[src/rtl/icache_fill_ctrl.sv]
// Direct-mapped I-cache with a 4-word line fill. Hits are combinational; misses
// stall the core while the line is streamed in with overlapped issue/receive.
module icache_fill_ctrl #(
    parameter int NUM_LINES = 8,
    parameter int MEM_LAT   = 1
) (
    input  logic        CLK,
    input  logic        RSTn,
    input  logic        CORE_REQ,
    input  logic [11:0] CORE_ADDR,
    input  logic        FLUSH,
    output logic [31:0] CORE_INST,
    output logic        CORE_VALID,
    output logic        STALL,
    output logic        MEM_CSN,
    output logic [11:0] MEM_ADDR,
    input  logic [31:0] MEM_DI,
    output logic [15:0] HIT_CNT,
    output logic [15:0] MISS_CNT
);
    localparam int IW = $clog2(NUM_LINES);
    localparam int TW = 8 - IW;
    localparam int CW = $clog2(MEM_LAT + 5);

    typedef enum logic {S_IDLE, S_FILL} state_t;

    state_t                 r_state;
    logic [NUM_LINES-1:0]   r_valid;
    logic [TW-1:0]          r_tag  [NUM_LINES];
    logic [31:0]            r_data [NUM_LINES][4];
    logic [7:0]             r_base;
    logic [CW-1:0]          r_cnt;
    logic                   r_flush_pend;
    logic                   r_csn;
    logic [11:0]            r_addr;
    logic [15:0]            r_hit_cnt;
    logic [15:0]            r_miss_cnt;

    logic [IW-1:0]          w_idx;
    logic [TW-1:0]          w_tag;
    logic [1:0]             w_word;
    logic                   w_hit;
    logic                   w_miss;
    logic [IW-1:0]          w_fidx;
    logic                   w_cap;
    logic [1:0]             w_cap_word;
    logic                   w_last;
    logic                   w_unused;

    assign w_idx    = CORE_ADDR[IW+3:4];
    assign w_tag    = CORE_ADDR[11:IW+4];
    assign w_word   = CORE_ADDR[3:2];
    assign w_unused = ^CORE_ADDR[1:0];

    // A flush in the lookup cycle forces a miss even if the line looked valid.
    assign w_hit  = RSTn && (r_state == S_IDLE) && CORE_REQ && !FLUSH
                    && r_valid[w_idx] && (r_tag[w_idx] == w_tag);
    assign w_miss = RSTn && (r_state == S_IDLE) && CORE_REQ && !w_hit;

    assign CORE_VALID = w_hit;
    assign CORE_INST  = w_hit ? r_data[w_idx][w_word] : 32'h0;
    assign STALL      = RSTn && ((r_state == S_FILL) || w_miss);
    assign MEM_CSN    = r_csn;
    assign MEM_ADDR   = r_addr;
    assign HIT_CNT    = r_hit_cnt;
    assign MISS_CNT   = r_miss_cnt;

    // r_cnt is the FILL cycle number; word k arrives MEM_LAT cycles after its issue.
    assign w_fidx     = r_base[IW-1:0];
    assign w_cap      = (r_state == S_FILL) && (r_cnt >= CW'(MEM_LAT));
    assign w_cap_word = 2'(r_cnt - CW'(MEM_LAT));
    assign w_last     = (r_state == S_FILL) && (r_cnt == CW'(MEM_LAT + 3));

    always_ff @(posedge CLK or negedge RSTn) begin
        if (!RSTn) begin
            r_state      <= S_IDLE;
            r_valid      <= '0;
            r_base       <= '0;
            r_cnt        <= '0;
            r_flush_pend <= 1'b0;
            r_csn        <= 1'b1;
            r_addr       <= '0;
            r_hit_cnt    <= '0;
            r_miss_cnt   <= '0;
        end else begin
            case (r_state)
                S_IDLE: begin
                    if (FLUSH)
                        r_valid <= '0;
                    if (w_miss) begin
                        r_base  <= CORE_ADDR[11:4];
                        r_addr  <= {CORE_ADDR[11:4], 4'h0};
                        r_csn   <= 1'b0;
                        r_cnt   <= '0;
                        r_state <= S_FILL;
                        if (r_miss_cnt != 16'hFFFF)
                            r_miss_cnt <= r_miss_cnt + 16'd1;
                    end else if (w_hit) begin
                        if (r_hit_cnt != 16'hFFFF)
                            r_hit_cnt <= r_hit_cnt + 16'd1;
                    end
                end
                S_FILL: begin
                    r_cnt <= r_cnt + CW'(1);
                    if (FLUSH)
                        r_flush_pend <= 1'b1;
                    if (r_cnt < CW'(3)) begin
                        r_addr <= r_addr + 12'd4;
                        r_csn  <= 1'b0;
                    end else begin
                        r_csn  <= 1'b1;
                    end
                    if (w_last) begin
                        r_state      <= S_IDLE;
                        r_flush_pend <= 1'b0;
                        if (FLUSH || r_flush_pend)
                            r_valid <= '0;
                        else
                            r_valid[w_fidx] <= 1'b1;
                    end
                end
                default: r_state <= S_IDLE;
            endcase
        end
    end

    // Tag and data are qualified by the valid bits, so they need no reset.
    always_ff @(posedge CLK) begin
        if (w_cap)
            r_data[w_fidx][w_cap_word] <= MEM_DI;
        if (w_last)
            r_tag[w_fidx] <= r_base[7:IW];
    end

endmodule

[config.mk]
export PLATFORM = sky130hd
export DESIGN_NAME = icache_fill_ctrl
export DESIGN_NICKNAME = d
export VERILOG_FILES = /design/src/rtl/icache_fill_ctrl.sv
export SDC_FILE = /design/constraint.sdc
export NUM_CORES = 1
export LEC_CHECK = 0
export CORE_ASPECT_RATIO = 1.2
export CORE_MARGIN = 2
export CORE_UTILIZATION = 25
export DETAILED_ROUTE_END_ITERATION = 12
export GPL_TIMING_DRIVEN = 0
export HOLD_SLACK_MARGIN = 0.08
export PLACE_DENSITY_LB_ADDON = 0.2
export SYNTH_ARGS = -nofsm -noshare
export SYNTH_HDL_FRONTEND = slang
export SYNTH_SLANG_ARGS = --single-unit
[constraint.sdc]
create_clock -name CLK -period 5.8 [get_ports CLK]
set_input_delay 1.16 -clock CLK [delete_from_list [all_inputs] [get_ports CLK]]
set_output_delay 1.16 -clock CLK [all_outputs]
set_load 0.03 [all_outputs]
==> reports/metrics.yaml, run 1 <==
die_x_um: 386
cp-endpoint: "CORE_INST[26]"
placed_area_um2: 48900
reg2reg_to: "r_data[4][106]"
synth-edff-count: 1064
wl_mm: 121
drv_cap: 0
finalClockSkew_ps: 28.8
synth_cell_types: 54
clk_pin_slew_worst_paths_ps: 60
post-route-drc-count: 0
grt_max_degree: 68
cts.sinks: 1128
grt_pass1_wl_mm: 170
end_kind: "output pin"
cts_tree: "yes"
yosys_warnings: 0
cp.required_ps: 4640
cpPeakStageDelay_ps: 540
fmax_ghz: 0.176
cts_buffers: 120
grt_antenna_before_repair: 5
ir_worst_vdd_uv: 240
arrival_ps: 4540
rsz0062_at_grt: "false"
vias: 21145
crit_start: "CORE_ADDR[4]"
cts-root-buf: "clkbuf_16"
routabilityCongestion: 0.754
syn_inst: 1946
setup_viol: 0
clock_latency_ps: 730
final_core_util_pct: 30.6
ys.flop_type: "edfxtp_1"
period_needed_ps: 5700
synth_area_um2: 43800
io_pins: 127
crit_slowest_cell: "clkdlybuf4s50_1"
final_cell_mix: "edfxtp_1, mux4_2, clkbuf_16"
rows: 168
path_cells: "clkdlybuf4s50_1 -> buf_6 -> buf_6 -> clkbuf_8 -> buf_6 -> mux4_2 -> mux4_2 -> mux2i_1 -> nor2_1 -> dlygate4sd2_1"
area_delta_synth_final_pct: 21.6
worstSetupPathType: "in2out"
start_kind: "input port"
numPortBuffers: 119
syn_area_per_cell_um2: 22.5
async_flop_share_pct: 5.67
viasPerCell: 4.57
p_leak_nw: 17.0
track_usage_pct: 13.5
cts_hold_buffers: 0
r2r-start: "r_state"
antenna_left: 0
synth-seq-cells: 1128
avgRoutedWirePerCell_um: 26.1
max_slew_margin_pct: 10.7
dr.pass1.iters: 6
grt-ovfl-total: 0
cpMostUsedCell: "buf_6"
fill_cells: 16834
die_h_um: 463
slew_violations: 0
cts_max_level: 3
tns_ps: 0
crit_cells: 10
worstPathMaxFanout: 10
initial_core_util_pct: 25.1
stdcell_area_um2: 53300
critPathTopFamily: "buffers and inverters"
hpwl_mm: 80.2
power_mw: 20.2
ff2ff_setup_slack_ps: 2750
run_status: "finished, final reports clean"
grt_pass1_vias: 22531
timing.critical_path.buf_inv: 6
layout.cells.most_common: "edfxtp_1"
hold_class: "in2async"
drive_gt1_share_pct: 30.0
drt_iter0_drc: 1958
final-hold-violation-count: 0
tightest_slew_ps: 1340
core-area_um2: 174000
clock_path_buffers: 3
ys_seq_area_share_pct: 76.5
finalCritPeriodShare_pct: 98.2
worstRegToRegCells: 4
layout.nets: 2282
power_per_cell_area_nw_per_um2: 379
die_area_um2: 179000
synth_stat cells, types with 4 or more instances:
library cell  instances  share of area, %
edfxtp_1           1064                73
mux4_2              320                16
nor2_1               92              0.79
dfrtp_1              63               3.6
clkbuf_1             52              0.45
mux2i_1              52               1.2
nand2_1              37              0.32
buf_2                32              0.37
nand3_1              25              0.29
mux2_2               18              0.46
xnor2_1              18              0.36
and3_1               16              0.23
a21oi_1              15              0.17
inv_1                14              0.12
xor2_1               14              0.28
nand4_1               9              0.13
nor3_1                9              0.10
ha_1                  8              0.23
o21ai_0               8             0.091
buf_1                 7             0.060
o221a_2               7              0.18
a22oi_1               5             0.086
buf_6                 5              0.13
nand3b_1              4             0.069
nor2b_1               4             0.057
nor4_1                4             0.057
or3_1                 4             0.057
registers in the layout (all words and copies together) (netlist names):
| register | flops |
|---|---|
| MISS_CNT | 16 |
| r_tag | 40 |
| r_base | 8 |
| r_valid | 8 |
| r_state | 1 |
| MEM_ADDR | 10 |
| HIT_CNT | 16 |
| r_cnt | 3 |
| r_data | 1024 |
| r_flush_pend | 1 |
| MEM_CSN | 1 |
worst min-delay path by stage:
stage	slack [ps]	to
floorplan	460	r_valid[0]
global placement	470	HIT_CNT[9]
detailed placement	480	r_valid[1]
CTS	330	MEM_ADDR[5]
global route	380	HIT_CNT[14]
finish	380	HIT_CNT[6]
power breakdown:
| group | switching (mW) | internal (mW) | total [mW] |
|---|---|---|---|
| Clock | 3.19 | 4.63 | 7.82 |
| Sequential | 0.242 | 9.64 | 9.88 |
| Combinational | 1.58 | 0.914 | 2.49 |
| Total | 5.01 | 15.2 | 20.2 |
kinds of logic after synthesis:
family,count (synthesis),share of synthesized area [%]
flops,1128,76.5
fa+ha+maj,8,0.228
mux,390,18.1
buf+inv,113,1.20
other cells,1,0.00855
xor+xnor,32,0.639
compound gates,56,0.928
simple gates,218,2.36
area by class of cell:
cell class	count	area (um2)	area share (%)
multi-input cells	706	10100	19.0
flip-flops and latches	1128	33600	62.9
plain buffers	99	716	1.34
inverters	14	52.6	0.0985
diodes	3	7.51	0.0141
repair buffers	157	1980	3.71
clock buffers	147	3170	5.94
well taps	2295	2870	5.39
clock inverters	78	867	1.63
routing by layer:
layer | track usage (%) | share of wire, %
met5 | 0 | 0.015
met2 | 22.5 | 50
met3 | 2.00 | 4.7
met4 | 3.74 | 2.2
met1 | 18.2 | 44
per-stage QoR:
step | instances | hold slack, ps | setup WS, ps
floorplan | 1947 | 462 | 1380
global placement | 4361 | 474 | -3860
detailed placement | 4398 | 483 | -1420
CTS | 4623 | 331 | -257
global route | 4625 | 384 | 1.88
finish | 4627 | 383 | 104
timing repair:
item,CTS,global route
gates resized for setup,137,40
gates cloned,0,0
pin swaps,1,1
setup buffers,0,1
endpoints found under the setup margin,34,26
Power figures use the tool's default switching activity.
==> run 2: changes to the inputs <==
--- a/config.mk
+++ b/config.mk
@@ -8,7 +8,9 @@
 export CORE_ASPECT_RATIO = 1.2
 export CORE_MARGIN = 2
 export CORE_UTILIZATION = 25
+export CTS_CLUSTER_DIAMETER = 150
 export DETAILED_ROUTE_END_ITERATION = 12
+export GPL_ROUTABILITY_DRIVEN = 0
 export GPL_TIMING_DRIVEN = 0
 export HOLD_SLACK_MARGIN = 0.08
 export PLACE_DENSITY_LB_ADDON = 0.2
==> results of run 2 <==
No change in the layout: final DEF, timing and power equal those of run 1.
==> run 3: changes to the inputs <==
--- a/config.mk
+++ b/config.mk
@@ -8,10 +8,10 @@
 export CORE_ASPECT_RATIO = 1.2
 export CORE_MARGIN = 2
 export CORE_UTILIZATION = 25
+export CTS_BUF_LIST = sky130_fd_sc_hd__clkbuf_16
 export CTS_CLUSTER_DIAMETER = 150
 export DETAILED_ROUTE_END_ITERATION = 12
 export GPL_ROUTABILITY_DRIVEN = 0
-export GPL_TIMING_DRIVEN = 0
 export HOLD_SLACK_MARGIN = 0.08
 export PLACE_DENSITY_LB_ADDON = 0.2
 export SYNTH_ARGS = -nofsm -noshare
==> reports/metrics.yaml, run 3 (synthesis results as in run 1) <==
run_status: "finished, final reports clean"
initial_core_util_pct: 25.1
grt_max_degree: 82
avgRoutedWirePerCell_um: 26.1
rows: 168
io_pins: 127
grt_antenna_before_repair: 7
period_needed_ps: 5000
cts_max_level: 3
cts_buffers: 117
cts.sinks: 1128
cts_tree: "yes"
worstPathMaxFanout: 27
antenna_left: 0
die_x_um: 386
clock_path_buffers: 3
final-hold-violation-count: 0
drive_gt1_share_pct: 28.7
layout.nets: 2211
wl_mm: 118
holdPathStages: 2
track_usage_pct: 13.2
die_h_um: 463
start_kind: "input port"
setup_viol: 0
timing.critical_path.buf_inv: 3
vias: 20664
numPortBuffers: 122
layout.cells.most_common: "edfxtp_1"
hold_class: "reg2reg"
crit_cells: 7
drt_iter0_drc: 1908
worstRegToRegCells: 7
fmax_ghz: 0.200
viasPerCell: 4.55
power_per_cell_area_nw_per_um2: 371
layout_setup_ws_ps: 803
finalCritPeriodShare_pct: 86.2
place_ws_ps: 720
clock_latency_ps: 740
area_delta_synth_final_pct: 19.2
ff2ff_setup_slack_ps: 2340
power_mw: 19.4
final_cell_mix: "edfxtp_1, mux4_2, clkbuf_16"
post_cts_buffers: 0
ir_worst_vdd_uv: 288
end_kind: "output pin"
cpPeakStageDelay_ps: 590
tns_ps: 0
rsz0062_at_grt: "false"
tightest_slew_ps: 1170
grt_pass1_wl_mm: 167
cts_hold_buffers: 0
path_cells: "buf_8 -> buf_4 -> mux4_2 -> mux4_2 -> mux2i_1 -> nor2_1 -> buf_12"
crit_slowest_cell: "mux4_2"
grt_pass1_vias: 21963
drv_cap: 0
core-area_um2: 174000
die_area_um2: 179000
arrival_ps: 3840
p_leak_nw: 16.5
largest_register_ffs: 1024
max_slew_margin_pct: 21.3
post-route-drc-count: 0
cts_resized: 0
cts-root-buf: "clkbuf_16"
final_core_util_pct: 29.9
hpwl_mm: 63.9
cpMostUsedCell: "mux4_2"
fill_cells: 16869
cp.required_ps: 4640
grt-ovfl-total: 0
regMostFlops: "r_data"
largestRegisters: "r_data (1024), r_tag (40)"
slew_violations: 0
worstSetupPathType: "in2out"
clk_pin_slew_worst_paths_ps: 60
dr.pass1.iters: 5
finalClockSkew_ps: 25.6
critPathTopFamily: "multiplexers"
==> run 3: changes by cell type in the layout (fill, tap and decap cells not counted), sizes merged, moves of 2 or more <==
cell and delta:
clkbuf -92, inv +28, buf +20, dlygate4sd2 -11, bufinv -10, dlymetal6s2s -10
clkdlybuf4s15 -4, clkinv -2
==> run 3: power breakdown <==
part           switching, mW  internal (mW)  total [mW]
Clock                   3.14           3.95        7.09
Combinational           1.54          0.820        2.36
Sequential             0.269           9.64        9.91
Total                   4.95           14.4        19.4
==> run 3: worst min-delay path, stage by stage (launching register included) <==
cell,delay [ps]
dfrtp_1,350
a21oi_1,50
nor2_1,80
==> run 3: worst paths after layout <==
kind,from,endpoint
min in group asynchronous,RSTn,HIT_CNT[9]
setup reg to reg,r_cnt[1],r_data[7][72]
hold / removal,r_valid[5],r_valid[5]
setup / recovery,CORE_ADDR[4],CORE_INST[14]
hold reg to reg,r_valid[5],r_valid[5]
max in group asynchronous,RSTn,HIT_CNT[3]
==> run 3: area by class of cell <==
class	count	area [um2]	share of cell area, %
tap	2295	2870	5.50
antenna	2	5.00	0.00958
inverter	14	52.6	0.101
sequential	1128	33600	64.2
multi-input combinational	706	10000	19.2
clock inverter	93	653	1.25
timing repair buffer	188	2180	4.16
clock buffer	117	2930	5.60
==> run 3: layer usage <==
layer	share of wire [%]	vias up	global-route usage [%]
met3	5.1	148	2.51
met4	1.9	8	3.28
li1	-	8602	-
met2	49	532	21.7
met5	0.045	-	0
met1	44	11374	18.0
==> run 3: metrics by stage <==
step	cells	hold slack, ps	area (um2)
global route	4542	532	52200
finish	4543	505	52200
detailed placement	4331	489	48700
global placement	4331	470	48700
floorplan	1947	462	43800
CTS	4541	504	52200
